$ cat src/rtl/pipe_hazard_ctrl.sv
// Stall/flush sequencer for the 5-stage MIPS32 pipeline: mem wait, MDU occupancy, taken branch, load-use.
// Optional perf counters are enabled with `define HAZ_PERF_CNT_EN.
module pipe_hazard_ctrl #(
  parameter int unsigned MDU_LAT = 4,
  parameter int unsigned REG_AW  = 5
) (
  input  logic              Clk,
  input  logic              Reset,
  input  logic [REG_AW-1:0] id_rs,
  input  logic [REG_AW-1:0] id_rt,
  input  logic              id_uses_rs,
  input  logic              id_uses_rt,
  input  logic              ex_memread,
  input  logic [REG_AW-1:0] ex_rd,
  input  logic              ex_mdu_start,
  input  logic              ex_branch_taken,
  input  logic              mem_req,
  input  logic              mem_ready,
  output logic              stall_pc,
  output logic              stall_ifid,
  output logic              stall_idex,
  output logic              stall_exmem,
  output logic              flush_ifid,
  output logic              flush_idex,
  output logic              flush_exmem,
  output logic              flush_memwb,
  output logic              mdu_busy,
  output logic [31:0]       perf_stall_cnt,
  output logic [31:0]       perf_flush_cnt
);

  localparam int unsigned CNT_W     = 4;
  localparam int unsigned CNT_INIT  = (MDU_LAT > 1) ? MDU_LAT - 2 : 0;
  localparam bit          MDU_MULTI = (MDU_LAT > 1);

  typedef enum logic {
    RUN      = 1'b0,
    MDU_WAIT = 1'b1
  } state_t;

  state_t             state;
  state_t             state_nxt;
  logic [CNT_W-1:0]   cnt;
  logic [CNT_W-1:0]   cnt_nxt;

  logic mem_wait;
  logic mdu_hold;
  logic load_use;
  logic rule_branch;

  // Hazard detection terms; a branch coinciding with an MDU start is illegal decode and ignored.
  assign mem_wait = mem_req && !mem_ready;
  assign mdu_hold = ((state == MDU_WAIT) && (cnt != '0)) ||
                    ((state == RUN) && ex_mdu_start && MDU_MULTI);
  assign load_use = ex_memread && (ex_rd != '0) &&
                    ((id_uses_rs && (id_rs == ex_rd)) || (id_uses_rt && (id_rt == ex_rd)));
  assign rule_branch = !Reset && !mem_wait && !mdu_hold && ex_branch_taken && !ex_mdu_start;

  always_ff @(posedge Clk) begin
    if (Reset) begin
      state    <= RUN;
      cnt      <= '0;
      mdu_busy <= 1'b0;
    end else begin
      state    <= state_nxt;
      cnt      <= cnt_nxt;
      mdu_busy <= (state_nxt == MDU_WAIT);
    end
  end

  always_comb begin
    state_nxt   = state;
    cnt_nxt     = cnt;
    stall_pc    = 1'b0;
    stall_ifid  = 1'b0;
    stall_idex  = 1'b0;
    stall_exmem = 1'b0;
    flush_ifid  = 1'b0;
    flush_idex  = 1'b0;
    flush_exmem = 1'b0;
    flush_memwb = 1'b0;
    if (!Reset) begin
      if (mem_wait) begin
        stall_pc    = 1'b1;
        stall_ifid  = 1'b1;
        stall_idex  = 1'b1;
        stall_exmem = 1'b1;
        flush_memwb = 1'b1;
      end else if (mdu_hold) begin
        stall_pc    = 1'b1;
        stall_ifid  = 1'b1;
        stall_idex  = 1'b1;
        flush_exmem = 1'b1;
      end else if (rule_branch) begin
        flush_ifid  = 1'b1;
        flush_idex  = 1'b1;
      end else if (load_use) begin
        stall_pc    = 1'b1;
        stall_ifid  = 1'b1;
        flush_idex  = 1'b1;
      end

      // The whole pipeline (and this FSM) is frozen while data memory is busy.
      if (!mem_wait) begin
        case (state)
          RUN: begin
            if (ex_mdu_start && MDU_MULTI) begin
              state_nxt = MDU_WAIT;
              cnt_nxt   = CNT_W'(CNT_INIT);
            end
          end
          MDU_WAIT: begin
            if (cnt != '0) cnt_nxt = cnt - CNT_W'(1);
            else           state_nxt = RUN;
          end
          default: state_nxt = RUN;
        endcase
      end
    end
  end

`ifdef HAZ_PERF_CNT_EN
  logic [31:0] stall_cnt_q;
  logic [31:0] flush_cnt_q;

  always_ff @(posedge Clk) begin
    if (Reset) begin
      stall_cnt_q <= '0;
      flush_cnt_q <= '0;
    end else begin
      if (stall_pc)    stall_cnt_q <= stall_cnt_q + 32'd1;
      if (rule_branch) flush_cnt_q <= flush_cnt_q + 32'd1;
    end
  end

  assign perf_stall_cnt = stall_cnt_q;
  assign perf_flush_cnt = flush_cnt_q;
`else
  assign perf_stall_cnt = 32'd0;
  assign perf_flush_cnt = 32'd0;
`endif

endmodule

$ cat config.mk
export PLATFORM = sky130hd
export DESIGN_NAME = pipe_hazard_ctrl
export DESIGN_NICKNAME = d
export VERILOG_FILES = /design/src/rtl/pipe_hazard_ctrl.sv
export SDC_FILE = /design/constraint.sdc
export NUM_CORES = 1
export LEC_CHECK = 0
export BUFFER_PORTS_ARGS = -buffer_cell sky130_fd_sc_hd__buf_2
export CORE_MARGIN = 5
export CORE_UTILIZATION = 35
export DETAILED_ROUTE_END_ITERATION = 6
export HOLD_SLACK_MARGIN = 0.02
export PLACE_DENSITY = 0.89
export SETUP_SLACK_MARGIN = 0.5
export SKIP_CTS_REPAIR_TIMING = 1
export SLEW_MARGIN = 10
export SYNTH_ARGS = -nofsm -noshare
export SYNTH_HDL_FRONTEND = slang
export SYNTH_SLANG_ARGS = --single-unit
$ cat constraint.sdc
create_clock -name Clk -period 3.8 [get_ports Clk]
set_input_delay 0.19 -clock Clk [delete_from_list [all_inputs] [get_ports Clk]]
set_output_delay 0.19 -clock Clk [all_outputs]
set_load 0.02 [all_outputs]
Word level (Yosys, flattened, before mapping). Index checks and enable logic that the tools add are counted.

Reductions and logical operators: 21. Multipliers: 0. Div/mod/pow operators: 0. Bitwise logic cells: 2. Mux-type cells: 26. Equality and inequality tests: 4. Shifts and indexed selects: 0. Add/sub/neg operators: 1. Order comparisons: 0.

Operators with widths (count): 2-to-1 mux 1 bit (22); logical AND 1 bit (11); == test 5 bit (2); 2-to-1 mux 4 bit (2); one-hot mux 4 bit (2 select lines) (1); zero test 1 bit (5); nonzero test 5 bit (1); nonzero test 4 bit (1); subtractor 4 x 1 -> 4 bit, second input constant (1); AND reduction 3 bit (1); logical OR 1 bit (2); inequality test 2 x 1 -> 1 bit, second input constant (1); inequality test 2 bit, second input constant (1); NOT 1 bit (2); one-hot mux 1 bit (2 select lines) (1).

Bits in read-only memories: 0. Memories: 0. Logic and storage cells: 56. Bits in writable memories: 0. Register bits: 5. Output and inout bits: 73. Latch bits: 0.

Logic depth before layout (Yosys ltp).
Depth in word-level cells: 11. Depth in mapped cells: 7. Gate-level depth less buffers: 6.

Worst setup path before layout. OpenSTA, ideal clock, no wires.

Kind: register -> output. Start point: register cnt[0]. End point: output stall_pc. Path slack: 1.753 ns. Path buffers: 1. Stages on the path, launching flop included: 8. Data required time: 3.610 ns. Arrival: 1.857 ns. Cell sequence: dfxtp_1 -> inv_1 -> ha_1 -> and4bb_4 -> o21ai_2 -> nor2b_1 -> o21bai_1 -> buf_4.

Longest elaborated chain between the ends: 11.

RTL lines: from (decl) (line 43) `logic [CNT_W-1:0] cnt;`; from (signal assigned) (line 66) `cnt <= cnt_nxt;`; nonzero test 4 bit (*) (line 53) `assign mdu_hold = ((state == MDU_WAIT) && (cnt != '0)) ||`; logical AND 1 bit (*) (line 53); logical OR 1 bit (*) (line 53); zero test 1 bit (line 57) `assign rule_branch = !Reset && !mem_wait && !mdu_hold && ex_branch_taken && !ex_mdu_start;`; logical AND 1 bit (3 in a row) (line 57); 2-to-1 mux 1 bit; 2-to-1 mux 1 bit (*) (3 in a row); to (decl) (line 19) `output logic stall_pc,`.

Mark *: on every way between the ends. The rest lies on a longest branch, timed or not.

Worst setup path after layout.
Start point: register cnt[0]. End point: output flush_idex.

Longest elaborated chain between the ends: 11.

RTL lines: nonzero test 4 bit (*) (line 53); logical AND 1 bit (*) (line 53); logical OR 1 bit (*) (line 53); zero test 1 bit (line 57); logical AND 1 bit (3 in a row) (line 57); 2-to-1 mux 1 bit (line 94) `end else if (rule_branch) begin`; 2-to-1 mux 1 bit (*) (line 89) `end else if (mdu_hold) begin`; 2-to-1 mux 1 bit (*) (line 83) `if (mem_wait) begin`; 2-to-1 mux 1 bit (*) (line 82) `if (!Reset) begin`; to (decl) (line 24) `output logic flush_idex,`.

Marks and branches as above.

==> results.py <==
metrics = {
    "cells_and_area": {
        "multi_input_area_um2": 596,
        "layout-drive-gt1-share": 0.255,
        "final_net_count": 183,
        "fin_cells": 188,
        "finish.utilization": 0.343,
        "stdcell_area_um2": 928,
        "area_delta_synth_final_pct": -3.89,
        "fill_cells": 301,
        "antenna_cells": 0,
        "seq_area_um2": 100,
    },
    "global_route": {
        "gr-usage-met2": 0.137,
        "grt_max_degree": 12,
        "use_met1": 0.0720,
        "grt_overflow": 0,
        "grt_pass1_wl_um": 2640,
        "grtUsageMet3": 0.0701,
        "grt_usage": 0.0864,
        "grt-busiest-layer": "met2",
        "grt_pass1_vias": 612,
        "antenna_found_initial": 0,
    },
    "place": {
        "placed_area_um2": 902,
        "dp.cells": 184,
        "place_ws_ns": 2.06,
        "place.gp.congestion": 0.794,
        "dp_hpwl_um": 1700,
        "port_buffers": 32,
    },
    "clock_tree": {
        "clockRootBuffer": "clkbuf_4",
        "numCtsBuffers": 3,
        "cts_tree": "built",
        "cts_max_level": 1,
        "clkTransAtPathRegs_ns": 0.04,
        "clk_path_buf_depth": 2,
        "clk_latency_ns": 0.24,
        "cts.sinks": 5,
    },
    "setup_path": {
        "crit_chain": "inv_1 > ha_1 > and4bb_4 > o21ai_2 > or3_1 > o21bai_1 > buf_2",
        "cp.arrival_ns": 1.80,
        "path_max_fanout": 4,
        "crit_path_start": "cnt[0]$_SDFFE_PP0P_",
        "path_buf_inv": 2,
        "critPathTopFamily": "simple AND/OR/NAND/NOR gates",
        "worstPathRequired_ns": 3.61,
        "crit_path_end": "flush_idex",
        "r2r_start": "cnt[0]$_SDFFE_PP0P_",
        "start_kind": "flop",
        "reg2regPathDepth": 6,
        "crit_type": "reg -> out",
        "r2r_setup_slack_ns": 2.17,
        "rr_endpoint": "cnt[2]$_SDFFE_PP0P_",
        "cp.depth": 7,
        "worstSetupEndpointType": "output pin",
        "slowest_delay_ns": 0.34,
        "slowest_stage": "or3_1",
    },
    "route": {
        "postRouteAntennaNets": 0,
        "vias": 721,
        "drc_errors": 0,
        "dr.pass1.iters": 4,
        "viasPerCell": 3.84,
        "routed_wl_um": 1860,
        "wl_per_cell_um": 9.90,
        "drt_iter0_drc": 9,
    },
    "yosys": {
        "avgSynthCellArea_um2": 7.73,
        "synth_common_cells": "buf_4, xor2_1, dfxtp_1, nor2_1, nand2b_1",
        "synth_edf_count": 0,
        "synth-main-ff-cell": "dfxtp_1",
        "synth_top_cell_by_area": "buf_4",
        "yosys.area.top_type_share": 0.513,
        "synth-seq-cells": 5,
        "synth_seq_area_share": 0.104,
        "synthCells": 125,
        "ys_top_cells_by_area": "buf_4, dfxtp_1, xor2_1",
        "ys_types": 31,
        "netlist_area_um2": 966,
        "synth.most_common_cell": "buf_4",
        "ys_async_sr_fraction": 0,
        "yosys_warnings": 0,
    },
    "timing": {
        "fin_ws_ns": 1.81,
        "rsz0062_at_grt": "no",
        "post-route-period-util": 0.524,
        "whs_ns": 0.251,
        "slew_viol_final": 0,
        "finalSetupViolations": 0,
        "min_period_ns": 1.99,
        "skew_ns": 0.000388,
        "finalHoldViolations": 0,
        "fmax_mhz": 502,
        "tns_ns": 0,
    },
    "pwr": {
        "power.density_mw_per_mm2": 274,
        "fin_total_pwr_mw": 0.254,
        "power.leakage_nw": 0.514,
        "seqPwrFrac": 0.242,
        "switching_share": 0.483,
        "comb_power_share": 0.522,
        "clockPowerShare": 0.235,
        "internal_power_mw": 0.132,
        "p_sw_mw": 0.123,
        "ir_drop_uv": 128,
    },
    "floorplan": {
        "core_mm2": 0.00271,
        "io_pins": 97,
        "die_w_um": 62.5,
        "die_y_um": 62.5,
        "rows": 19,
        "dieArea_mm2": 0.00391,
        "initial_utilization": 0.356,
    },
    "outcome": {
        "outcome": "complete, no violations",
    },
    "run": {
        "drv_cap": 0,
    },
    "hold_path": {
        "min_path_type": "in -> reg",
    },
}
==> final cells by class <==
class                           instances  area share
Sequential cell                         5       0.108
Inverter                                2     0.00809
Multi-Input combinational cell        114       0.642
Clock buffer                            4      0.0283
Timing Repair Buffer                   32       0.173
Tap cell                               31      0.0418
==> power groups by stage <==
stage,Sequential (mW),Combinational (mW),Clock (mW)
floorplan,0.0624,0.154,0
global placement,0.0621,0.129,0
detailed placement,0.0624,0.131,0
CTS,0.0615,0.132,0.0624
global route,0.0622,0.145,0.0705
finish,0.0616,0.133,0.0599
==> worst min-delay path by stage <==
stage                        start             endpoint  slack [ns]  cells past startpoint
4_1_cts                      Reset   state$_SDFFE_PP0N_        0.24                      2
2_1_floorplan            mem_ready   state$_SDFFE_PP0N_        0.41                      3
6_report                     Reset  cnt[3]$_SDFFE_PP0P_        0.25                      2
3_5_place_dp   cnt[0]$_SDFFE_PP0P_  cnt[0]$_SDFFE_PP0P_        0.47                      2
3_3_place_gp   cnt[0]$_SDFFE_PP0P_  cnt[0]$_SDFFE_PP0P_        0.45                      2
5_1_grt                      Reset  cnt[2]$_SDFFE_PP0P_        0.25                      2
==> per-layer routing <==
layer,vias to the layer above,part of all wire
met5,-,0
met4,0,0.022
met2,64,0.51
li1,342,-
met3,6,0.18
met1,309,0.29
==> placed cells by master (no fill, tap or decap), types with 3 or more instances in the layout <==
| cell type | synthesis | final |
|---|---|---|
| conb_1 | 1 | 64 |
| nor2b_1 | 3 | 3 |
| xor2_1 | 8 | 8 |
| nor2_1 | 5 | 5 |
| clkbuf_4 | 0 | 3 |
| nand2b_1 | 4 | 4 |
| buf_2 | 0 | 32 |
| dfxtp_1 | 5 | 5 |
| a21oi_1 | 3 | 3 |
==> flip-flops by register name, indices dropped and copies added, names as in the netlist <==
name / count
state: 1
cnt: 4
==> logic make-up after synthesis <==
group / share of synthesized area
xor gates and xnor gates: 0.0907
and+or+nand+nor: 0.179
adders and majority gates: 0.0130
AOI/OAI and AO/OA: 0.0855
DFF: 0.104
buffers and inverters: 0.525
other: 0.00388
(Power assumes the default switching activity.)
